**src/rtl/cordic_seq_ctrl.sv**
```systemverilog
// cordic_seq_ctrl: sequences float32 angle unpack, CORDIC engine launch/wait and float32 repack of the cosine.
module float_to_fixed_unpacker #(
  parameter int FRACTIONAL_BITS = 30,
  parameter int SIGNED = 0
) (
  input  logic [31:0] f,
  output logic [31:0] x
);
  localparam int OFS = FRACTIONAL_BITS - 150;
  logic signed [31:0] sh;
  logic [31:0] m, mag;
  always_comb begin
    sh = $signed({24'd0, f[30:23]}) + OFS;
    m = {8'd0, 1'b1, f[22:0]};
    mag = (f[30:23] == 8'd0) ? 32'd0 : (sh >= 0) ? m << sh : m >> (-sh);
    x = ((SIGNED != 0) && f[31]) ? -mag : mag;
  end
endmodule

module cordic_seq_ctrl #(
  parameter int FRACTIONAL_BITS = 30,
  parameter int TIMEOUT = 64
) (
  input  logic        clk,
  input  logic        reset,
  input  logic        clk_en,
  input  logic        start,
  input  logic [31:0] dataa,
  output logic [31:0] result,
  output logic        done,
  output logic        busy,
  output logic        eng_start,
  output logic [31:0] eng_angle,
  input  logic        eng_done,
  input  logic [31:0] eng_result
);
  localparam int CW = $clog2(TIMEOUT + 1);
  localparam logic [7:0] EB = 8'(127 + 31 - FRACTIONAL_BITS);
  typedef enum logic [2:0] {IDLE, UNPACK, LAUNCH, WAIT, NORM, PACK} state_t;
  state_t state, nxt;
  logic [31:0] d_reg, fx, unp;
  logic [4:0] k;
  logic [CW-1:0] cnt;
  logic zf, nf, tmo;
  float_to_fixed_unpacker #(.FRACTIONAL_BITS(FRACTIONAL_BITS), .SIGNED(0)) u_unp (.f(d_reg), .x(unp));
  assign busy = state != IDLE;
  assign eng_start = (state == LAUNCH) && clk_en;
  assign tmo = cnt == CW'(TIMEOUT - 1);
  always_comb begin
    nxt = state;
    case (state)
      IDLE:    nxt = start ? UNPACK : IDLE;
      UNPACK:  nxt = LAUNCH;
      LAUNCH:  nxt = WAIT;
      WAIT:    nxt = eng_done ? ((eng_result == 32'd0) ? PACK : NORM) : (tmo ? PACK : WAIT);
      NORM:    nxt = fx[31] ? PACK : NORM;
      PACK:    nxt = IDLE;
      default: nxt = IDLE;
    endcase
  end
  always_ff @(posedge clk) begin
    if (reset) begin
      state <= IDLE;
      done <= 1'b0;
      result <= '0;
      eng_angle <= '0;
      d_reg <= '0;
      fx <= '0;
      k <= '0;
      cnt <= '0;
      zf <= 1'b0;
      nf <= 1'b0;
    end else if (clk_en) begin
      state <= nxt;
      done <= state == PACK;
      case (state)
        IDLE:   if (start) d_reg <= dataa;
        UNPACK: eng_angle <= unp;
        LAUNCH: cnt <= '0;
        WAIT: begin
          cnt <= cnt + 1'b1;
          if (eng_done) begin
            fx <= eng_result;
            k <= '0;
            zf <= eng_result == 32'd0;
            nf <= 1'b0;
          end else if (tmo) begin
            zf <= 1'b0;
            nf <= 1'b1;
          end
        end
        NORM: if (!fx[31]) begin
          fx <= fx << 1;
          k <= k + 1'b1;
        end
        PACK:   result <= nf ? 32'h7FC00000 : zf ? 32'h0 : {1'b0, EB - {3'd0, k}, fx[30:8]};
        default: ;
      endcase
    end
  end
endmodule

```
**config.mk**
```make
export PLATFORM = sky130hd
export DESIGN_NAME = cordic_seq_ctrl
export DESIGN_NICKNAME = d
export VERILOG_FILES = /design/src/rtl/cordic_seq_ctrl.sv
export SDC_FILE = /design/constraint.sdc
export NUM_CORES = 1
export LEC_CHECK = 0
export BUFFER_PORTS_ARGS = -buffer_cell sky130_fd_sc_hd__buf_2
export CAP_MARGIN = 20
export CORE_ASPECT_RATIO = 1.5
export CORE_MARGIN = 8
export CORE_UTILIZATION = 30
export CTS_BUF_LIST = sky130_fd_sc_hd__clkbuf_8
export CTS_CLUSTER_SIZE = 30
export DETAILED_ROUTE_END_ITERATION = 6
export GPL_TIMING_DRIVEN = 0
export SKIP_LAST_GASP = 1
export SYNTH_ARGS = -nofsm -noshare
export SYNTH_HDL_FRONTEND = slang
export SYNTH_SLANG_ARGS = --single-unit
export TNS_END_PERCENT = 30
```
**constraint.sdc**
```tcl
create_clock -name clk -period 4.2 [get_ports clk]
set_input_delay 1.05 -clock clk [delete_from_list [all_inputs] [get_ports clk]]
set_output_delay 1.05 -clock clk [all_outputs]
set_load 0.05 [all_outputs]
```
Word-level counts from Yosys, hierarchy flattened
Cells that the tools add are included.
Word-level totals
  register bits after elaboration: 145
  input port bits: 69
  output and inout port bits: 67
  word-level logic and storage cells: 63
Operators by class
  $add $sub $neg: 5
  magnitude comparators: 1
  equal/unequal tests: 8
  shift operators: 2
  multiplexer cells: 21
  reductions and logical operators: 15
Operators with widths (number)
  $mux 32: 4
  $pmux 32 s2: 1
  $mux 31: 2
  $ge 32x1->1 const B: 1
  $logic_not 32->1: 1
  $neg 32->32: 1
  $shl 24x32->32: 1
  $shr 24x32->32: 1
  $pmux 3 s5: 1
  $pmux 7 s2: 1
  $add 9x8->10 const B: 1
  $mux 5: 2
  $pmux 5 s2: 1
  $reduce_and 3->1: 3
  $logic_not 8->1: 1
  $sub 8x5->8 const A: 1
  $add 7x1->7 const B: 1
  $eq 7x6->1 const B: 1
  $mux 1: 7
  $eq 3x2->1 const B: 2
  $eq 3x3->1 const B: 2
  $mux 3: 2
  $reduce_and 2->1: 3
  $reduce_bool 2->1: 3
  other kinds (7): 8

Logic depth before layout (Yosys ltp)
  word-level depth: 5
  depth in mapped cells: 18
  mapped depth without buffers: 13

Modules after synthesis
Synthesis repeated with hierarchy kept, for this count alone.
Unflattened totals
  cells, all modules: 1217
  area total of the unflattened synthesis: 9315.2 um^2
By module, submodules not included
  cordic_seq_ctrl: instances 1, cells each 738, area an instance 6042.0 um^2, sequential area each 2902.8 um^2
  float_to_fixed_unpacker: instances 1, cells each 479, area an instance 3273.1 um^2, sequential area each 0.0 um^2

Worst setup path before layout
Ideal clock, no wire load.
  kind: flip-flop to flip-flop
  from: register d_reg[23]
  to: register eng_angle[6]
  library setup time: 0.072 ns
  arrival: 3.501 ns
  required time: 4.128 ns
  setup slack: 0.627 ns
  stages on the path, launching flop included: 19
  path buffers: 6
  clock period less this slack: 3.573 ns
  cell sequence: dfxtp_1 > buf_6 > buf_2 > inv_1 > buf_2 > clkbuf_1 > ha_1 > buf_2 > and4bb_2 > nand3_1 > ha_1 > nor4b_1 > nand3b_1 > nor3_1 > o2111ai_2 > buf_6 > o31ai_2 > nand4_1 > a2bb2oi_1
Between the ends
  longest elaborated chain between the ends: 5
  elaborated cells on any way between the ends: 8
  those cells by class: add/sub: 2; order compare: 1; shift: 2; mux: 2; reduce/logical: 1
RTL lines
  start, declared: RTL line 41  | logic [31:0] d_reg, fx, unp;
  start signal, assigned: RTL line 77  | IDLE: if (start) d_reg <= dataa;
  $add 9x8->10: RTL line 13  | sh = $signed({24'd0, f[30:23]}) + OFS;
  $neg 32->32: RTL line 15  | mag = (f[30:23] == 8'd0) ? 32'd0 : (sh >= 0) ? m << sh : m >> (-sh);
  $shr 24x32->32: RTL line 15
  $mux 32: RTL line 15
  $mux 32 *: RTL line 15
  end signal, assigned: RTL line 78  | UNPACK: eng_angle <= unp;
  end, declared: RTL line 33  | output logic [31:0] eng_angle,
Mark *: on every way between the ends. The rest lies on a longest branch, timed or not.
A chain may end at the register's enable or synchronous reset.

Worst setup path in the final report
  from: register d_reg[27]
  to: register eng_angle[19]
The elaborated chain is that of the path after synthesis.

==> metrics.cfg <==
[layout]
drive_above_1_share = 0.199
layout_commonest_cell = nand2_1
multi_input_area_um2 = 5750
nets = 1385
area_delta_synth_final_pct = 17.4
stdcell_count = 1716
top_regs = eng_angle: 32 flops, fx: 32 flops
final_util = 0.356
regArea_um2 = 2880
fillCellCount = 3203
layout_common_cells = 199 x nand2_1, 158 x a21oi_1, 154 x buf_2

[route]
wl_per_cell_um = 20.8
drt_iter0_markers = 660
remaining_drc_errors = 0
via_per_inst = 5.54
drt-pass1-iter-count = 7
ant_nets = 0
postRouteWirelength_um = 35800
vias = 9510

[setup_path]
crit_path_end_kind = register
start_kind = register
cp.required_ns = 4.59
crit_fanout = 16
cpMostUsedCell = ha_1
slowest_delay_ns = 0.39
crit_slowest_cell = dfxtp_1
cp.arrival_ns = 4.42
path_cells = ha_1 > and2_1 > a21oi_2 > inv_2 > clkbuf_2 > ha_1 > nor4b_1 > nand3b_1 > nor3_2 > o2111ai_4 > nor2_4 > buf_6 > nand3_1 > a211oi_1
critPathKind = reg2reg

[min_path]
min_path_type = reg2reg

[timing]
max_freq_mhz = 248
finalSetupTns_ns = 0
worst_pin_slew_ns = 1.11
skew_ns = 0.0240
relSlewSlack = 0.260
setup_viol = 0
whs_ns = 0.452
fin_crit_ns = 4.04
finalCritPeriodShare = 0.961
maxSlewViolCount = 0
final_hold_viol_count = 0
timing.final.ws_setup_ns = 0.164

[synthesis]
synth-seq-cells = 144
syn_avg_cell_area_um2 = 7.93
synthDistinctLibCells = 75
synthTopCellsByArea = dfxtp_1 32%, a21oi_1 8.7%, nand2_1 8.2%
yosys_warnings = 0
seq_area_frac_synth = 0.316
async_flop_share = 0
syn-num-nets = 1234
synth_area_um2 = 9140
syn_inst = 1152
synth_ff_type = dfxtp_1
synth_edf_count = 0
yosysTopAreaCellShare = 0.316
yosysTopAreaCell = dfxtp_1

[clocking]
cts_made_buffers = 17
cts_tree = done
clkLatencyLatePin_ns = 0.49
cts_sinks = 144
holdBufCountCts = 0
clock_path_buffers = 2
clk_pin_slew_ns = 0.09
htreeDepth = 4
cts_root_buffer = clkbuf_8

[power_and_ir_drop]
power_density_nw_per_um2 = 293
leakagePower_nw = 3.78
peakVddDrop_uv = 200

[status]
outcome = completed

[die]
die_area_um2 = 36400
start_util = 0.303
dieHeight_um = 230
die_x_um = 158
design.portCount = 136
core_um2 = 30200
num_rows = 78

[placed_design]
gp_congestion = 0.974
dpl.hpwl_um = 28600
place_inst = 1684
post-place-ws_ns = -0.398
numPortBuffers = 132

[global_route]
grt_overflow = 0
antenna_found_initial = 6
track_usage = 0.196
grt_pass1_wl_um = 54800
grt_pass1_vias = 9498
grt_max_degree = 20

[run]
maxCapViolCount = 0

==> timing repair <==
item	4_1_cts	5_1_grt
gates resized for setup	2	7
pin swaps	0	4
buffers inserted	0	2
endpoints found under the setup margin	23	23
==> synthesized netlist by cell type (15+ instances only) <==
| library cell | number |
|---|---|
| dfxtp_1 | 144 |
| nor3_1 | 25 |
| nand2_1 | 199 |
| nor2_1 | 62 |
| xnor2_1 | 15 |
| mux4_2 | 26 |
| a211oi_1 | 28 |
| o21ai_0 | 27 |
| nand3_1 | 57 |
| a22oi_1 | 41 |
| a21oi_1 | 159 |
| clkbuf_1 | 73 |
| inv_1 | 15 |
| buf_2 | 25 |
| mux2i_1 | 44 |
| mux2_2 | 17 |
==> cell families (layout without fill, tap and decap cells) <==
kind of cell,Yosys count,count (layout),synth area share
XOR/XNOR,23,23,0.0241
adder cells (fa/ha/maj),13,13,0.0178
AO/OA/AOI/OAI,336,336,0.231
AND/OR/NAND/NOR,423,423,0.219
flip-flops,144,144,0.316
other,1,3,0.000410
buffers and inverters,125,287,0.0585
multiplexers,87,87,0.133
==> worst max-delay path: cells and delay by family (launching register included) <==
| kind | cells | cell delay [ns] |
|---|---|---|
| buffers and inverters | 3 | 0.68 |
| AO/OA/AOI/OAI | 3 | 0.89 |
| adder cells (fa/ha/maj) | 2 | 0.71 |
| AND/OR/NAND/NOR | 6 | 1.28 |
| flip-flops | 1 | 0.39 |
==> path summary, 6_finish.rpt <==
path / startpoint / end / slack, ns / cells past startpoint
min reg2reg: result[16] / result[16] / 0.45 / 2
min: result[16] / result[16] / 0.45 / 2
max: d_reg[27] / eng_angle[19] / 0.16 / 14
max reg2reg: d_reg[27] / eng_angle[19] / 0.16 / 14
==> per-stage QoR <==
stage                     instance area [um2]  total power [mW]
after global routing                    10700              3.26
after CTS                               10700              3.15
after detailed placement                10300              2.03
final                                   10700              3.14
after floorplan                          9140              1.82
after global placement                  10300              2.03
==> per-layer routing <==
layer / wire, um / vias to the layer above / track usage / share of wire
met5: 38 / - / 0 / 0.0011
met2: 18300 / 360 / 0.351 / 0.51
met4: 2230 / 8 / 0.128 / 0.062
li1: - / 4510 / - / -
met1: 13300 / 4518 / 0.200 / 0.37
met3: 1970 / 114 / 0.0419 / 0.055
==> area by class of cell <==
class	instances	share of cell area
clock inverter	13	0.0133
clock buffer	17	0.0218
tap	400	0.0467
sequential	144	0.269
antenna	2	0.000467
buffer	106	0.0436
timing repair buffer	134	0.0630
inverter	17	0.00595
multi-input combinational	883	0.536
==> power by group <==
part	leakage [nW]	total, mW	switching, mW	internal (mW)
clock	0.182	1.12	0.599	0.522
sequential	1.16	1.41	0.0327	1.38
combinational	2.43	0.604	0.397	0.207
total	3.78	3.14	1.03	2.11
Note: power is estimated with default switching activity, not from simulation.
